**src/rtl/spart_rx_ctrl.sv**
```systemverilog
// Receive-side control for the SPART: baud tick generator, RDA edge capture,
// a small receive FIFO and the processor register interface.
module spart_rx_ctrl #(
   parameter int          DEPTH     = 4,
   parameter logic [15:0] RESET_DIV = 16'd162
) (
   input  logic       clk,
   input  logic       rst,
   input  logic       iocs,
   input  logic       iorw,
   input  logic [1:0] ioaddr,
   input  logic [7:0] databus_in,
   output logic [7:0] databus_out,
   input  logic [7:0] rec_buff,
   input  logic       RDA,
   output logic       rxEnable,
   output logic       rx_avail,
   output logic       overrun
);

   localparam int AW = $clog2(DEPTH);
   localparam logic [AW:0]   FULL = (AW+1)'(DEPTH);
   localparam logic [AW:0]   CONE = (AW+1)'(1);
   localparam logic [AW-1:0] PONE = AW'(1);

   logic [7:0]    divLo_q, divHi_q;
   logic [15:0]   cnt_q;
   logic          rda_q;
   logic          overrun_q;
   logic [AW-1:0] wrPtr_q, rdPtr_q;
   logic [AW:0]   count_q;
   logic [7:0]    mem [DEPTH];

   logic          popReq, statusRd, divLoWr, divHiWr;
   logic          push, pushEff, popEff, drop;
   logic [15:0]   div;
   logic [AW:0]   count_d;
   logic          overrun_d;

   assign popReq   = iocs & iorw & (ioaddr == 2'b00);
   assign statusRd = iocs & iorw & (ioaddr == 2'b01);
   assign divLoWr  = iocs & ~iorw & (ioaddr == 2'b10);
   assign divHiWr  = iocs & ~iorw & (ioaddr == 2'b11);
   assign div      = {divHi_q, divLo_q};

   // A full FIFO still accepts a push when a real pop frees a slot on the same edge.
   assign push    = RDA & ~rda_q;
   assign popEff  = popReq & (count_q != '0);
   assign pushEff = push & ((count_q != FULL) | popEff);
   assign drop    = push & ~pushEff;

   always_comb begin
      count_d = count_q;
      case ({pushEff, popEff})
         2'b10:   count_d = count_q + CONE;
         2'b01:   count_d = count_q - CONE;
         default: count_d = count_q;
      endcase
   end

   // Set wins over the clear-on-status-read.
   always_comb begin
      overrun_d = overrun_q;
      if (drop)
         overrun_d = 1'b1;
      else if (statusRd)
         overrun_d = 1'b0;
   end

   // Baud counter reloads with the full new divisor on the edge of either byte write.
   always_ff @(posedge clk or posedge rst) begin
      if (rst) begin
         divLo_q <= RESET_DIV[7:0];
         divHi_q <= RESET_DIV[15:8];
         cnt_q   <= RESET_DIV;
      end else if (divLoWr) begin
         divLo_q <= databus_in;
         cnt_q   <= {divHi_q, databus_in};
      end else if (divHiWr) begin
         divHi_q <= databus_in;
         cnt_q   <= {databus_in, divLo_q};
      end else if (div == 16'd0) begin
         cnt_q <= 16'd0;
      end else if (cnt_q <= 16'd1) begin
         cnt_q <= div;
      end else begin
         cnt_q <= cnt_q - 16'd1;
      end
   end

   always_ff @(posedge clk or posedge rst) begin
      if (rst) begin
         rda_q     <= 1'b0;
         overrun_q <= 1'b0;
         wrPtr_q   <= '0;
         rdPtr_q   <= '0;
         count_q   <= '0;
      end else begin
         rda_q     <= RDA;
         overrun_q <= overrun_d;
         count_q   <= count_d;
         if (pushEff)
            wrPtr_q <= wrPtr_q + PONE;
         if (popEff)
            rdPtr_q <= rdPtr_q + PONE;
      end
   end

   // Storage is left uninitialised; reset only clears the pointers and count.
   always_ff @(posedge clk) begin
      if (pushEff)
         mem[wrPtr_q] <= rec_buff;
   end

   always_comb begin
      databus_out = 8'h00;
      if (iocs && iorw) begin
         case (ioaddr)
            2'b00:   databus_out = (count_q != '0) ? mem[rdPtr_q] : 8'h00;
            2'b01:   databus_out = {overrun_q, 2'b00, 5'(count_q)};
            default: databus_out = 8'h00;
         endcase
      end
   end

   assign rxEnable = (cnt_q == 16'd1);
   assign rx_avail = (count_q != '0);
   assign overrun  = overrun_q;

endmodule

```
**config.mk**
```make
export PLATFORM = sky130hd
export DESIGN_NAME = spart_rx_ctrl
export DESIGN_NICKNAME = d
export VERILOG_FILES = /design/src/rtl/spart_rx_ctrl.sv
export SDC_FILE = /design/constraint.sdc
export NUM_CORES = 1
export LEC_CHECK = 0
export CORE_MARGIN = 3
export CORE_UTILIZATION = 40
export DETAILED_ROUTE_END_ITERATION = 12
export PLACE_DENSITY = 0.69
export SYNTH_ARGS = -nofsm -noshare
export SYNTH_HDL_FRONTEND = slang
export SYNTH_SLANG_ARGS = --single-unit
```
**constraint.sdc**
```tcl
create_clock -name clk -period 2.85 [get_ports clk]
set_input_delay 0.285 -clock clk [delete_from_list [all_inputs] [get_ports clk]]
set_output_delay 0.285 -clock clk [all_outputs]
set_load 0.005 [all_outputs]
```
==> reports/summary.txt <==
Crit-path cells: or4_4 > or4_4 > nor3_4 > clkdlybuf4s50_1
Worst Tran Pin Value: 0.716 ns
Relative slew margins: 52.0%
Worst-case clock buffer depth: 2
Via count: 2440
Largest delay share family, worst path: simple AND/OR/NAND/NOR gates
Fin util: 49.7%
Initial core utilization: 41.5%
Clock Latency Late Sink: 0.35 ns
Hold Violations, Final: 0
HP Class: in -> async
Startpoint types: flop
Final ANT Viol Nets: 0
Initial antenna violation count: 0
Clock transition at path regs: 0.08 ns
Number of placed instances, taps included: 440
Height of the die: 98.8 um
R2R setup slack: 0.37 ns
Crit Path Max Fanout: 4
Final nets: 376
Post-Route WL: 7450 um
Post-synth ARST share: 56.2%
Power per cell area: 840 mW/mm^2
Setup Viol. Count Final: 0
I/O Pins: 34
Slowest Stage Delay on Critical Path: 0.56 ns
DR WL/cell: 16.3 um
Vias per Instance: 5.35
Internal Power: 2260 uW
Num rows: 33
Count of cell types in the netlist: 46
Final Critical Period: 2.74 ns
Drt first pass iters: 5
Clock share of power: 21.2%
P_sw: 1210 uW
Combinational power share: 30.8%
Antenna cells: 0
Crit path capture type: output pin
Post-DP HPWL: 5410 um
Post-synthesis sequential area ratio: 57.9%
Post-Syn Instances: 302
CTS sink cnt: 73
Iter 0 DRT Violations: 117
DRC: 0
Gr ovfl total: 0
FF+latch count, synth: 73
CTS Root Cell: clkbuf_8
Static leakage: 0.00171 uW
Sw frac: 34.9%
CP max-delay cell: or4_4
Gp weighted congestion: 0.887
Most numerous cell on the critical path: or4_4
Post-CTS Setup Repair Bufs: 0
Slew Viols, Final: 0
Core area: 0.00830 mm^2
Share of cells above drive strength 1: 12.8%
First-pass GRT wire length: 12500 um
Main synth FF type: dfrtp_1
Arr. time, crit path: 2.45 ns
Worst Path Buf+Inv: 1
Cts hold-fix bufs: 0
Worst EP required: 2.57 ns
EDFF count, synth: 32
Max Clk Rate: 365 MHz
GRT Resource Usage Total: 16.3%
Fin cells: 456
Cts bufs inserted: 9
Mapped Area: 0.00345 mm^2
Clock Skews: 0.00686 ns
CTS tree: yes
Final clock period utilization by the worst path: 96.1%
PortBufs: 33
Worst IR Drop VDD: 381 uV
Hold_ws: 0.359 ns
Number of global-route vias before repair: 2521
Sequential share of power: 48.0%
Outcome: completed
Net count after synthesis: 332
Htree depth: 3
Synthesized area per cell: 11.4 um^2
Sum Neg Setup Slack: 0 ns
DIE AREA: 0.00977 mm^2
Yosys Warn Count: 0
Setup CP Type: reg -> out
Layout area overhead: 19.7%
Die Width: 98.8 um
RSZ-0062 raised after global routing: no
Largest net degree at the start of global routing: 42
Max cap viols: 0
registers in the layout (all words and copies together) (netlist names):
register and flops:
cnt_q 16, count_q 3, divHi_q 8, divLo_q 8
mem 32, overrun 1, rdPtr_q 2, rda_q 1
wrPtr_q 2
per-layer routing:
layer  wire [um]  track usage (%)  vias to the layer above
met2        3700             27.2                       92
met4          71             3.68                        0
li1            -                -                     1168
met5           0                0                        -
met1        3140             20.5                     1173
met3         544             5.66                        7
repair_timing:
action,in CTS,in global routing
gates resized for setup,0,2
setup endpoints to repair,0,1
endpoints found under the hold margin,0,0
final timing paths:
check                           start         end  depth (start not counted)
max in group asynchronous         rst    cnt_q[7]                          3
setup reg to reg            cnt_q[12]   cnt_q[11]                          6
min in group clk                  RDA       rda_q                          1
hold / removal                    rst    cnt_q[3]                          3
setup / recovery            cnt_q[12]    rxEnable                          4
hold reg to reg            divLo_q[1]  divLo_q[1]                          2
per-stage QoR:
stage	worst slack, ns	cell area (um^2)	total power [uW]
final	0.111	4130	3470
after global routing	0.00684	4130	3710
after CTS	0.0436	4120	3480
after detailed placement	0.403	3940	2730
after global placement	0.423	3940	2700
after floorplan	0.515	3450	2390
logic make-up after synthesis:
| logic type | after synthesis | synth area share [%] |
|---|---|---|
| compound gates | 47 | 8.53 |
| xor+xnor | 17 | 4.32 |
| fa+ha+maj | 7 | 2.76 |
| buf+inv | 20 | 2.32 |
| flops | 73 | 57.9 |
| mux | 13 | 6.82 |
| simple gates | 125 | 17.4 |
Yosys cell counts (2+ instances only):
cell type	count	area [um^2]
nand2_1	58	218
dfrtp_1	35	876
edfxtp_1	32	961
nor2_1	22	82.6
a21oi_1	14	70.1
o21ai_1	12	60.1
inv_1	11	41.3
xnor2_1	9	78.8
mux4_2	8	180
xor2_1	8	70.1
nor3_1	7	35.0
nor4_1	7	43.8
and2_1	6	37.5
clkbuf_1	6	22.5
dfstp_2	6	158
ha_1	6	75.1
a22o_1	5	43.8
and3_1	4	25.0
mux2i_1	4	40.0
nand3_1	4	20.0
nand3b_1	4	30.0
a22oi_1	3	22.5
o21ai_0	3	15.0
a21o_1	2	15.0
nor2b_1	2	12.5
o21ai_2	2	17.5
or3_1	2	12.5
or4_4	2	22.5
power by group through the flow:
stage	combinational (uW)	sequential, uW	clock (uW)
2_1_floorplan	841	1550	0
3_3_place_gp	1030	1670	0
3_5_place_dp	1050	1680	0
4_1_cts	1060	1660	755
5_1_grt	1200	1700	808
6_report	1070	1660	736
worst register-to-register path: stages (launching register included):
cell	delay, ns
dfrtp_1	0.42
or4_4	0.56
or4_4	0.49
nor3_4	0.39
mux2_4	0.34
a21oi_1	0.14
nor2_1	0.05
placed cells by master, fill, tap and decap left out, types with 5 or more instances in the layout:
cell type,n
clkdlybuf4s50_1,33
nor2_1,22
clkbuf_8,9
inv_1,11
nor3_1,6
a21oi_1,14
dfstp_2,6
xor2_1,8
mux4_2,8
nor4_1,7
o21ai_1,12
ha_1,6
buf_4,9
dfrtp_1,35
a22o_1,5
xnor2_1,9
and2_1,6
edfxtp_1,32
nand2_1,58
area by class of cell:
class | count | area [um^2]
clock buffers | 9 | 124
inverters | 11 | 41.3
well taps | 105 | 131
flip-flops and latches | 73 | 1990
clock inverters | 7 | 55.1
fillers | 744 | 4170
multi-input cells | 209 | 1380
repair buffers | 42 | 398
(Power assumes the default switching activity.)
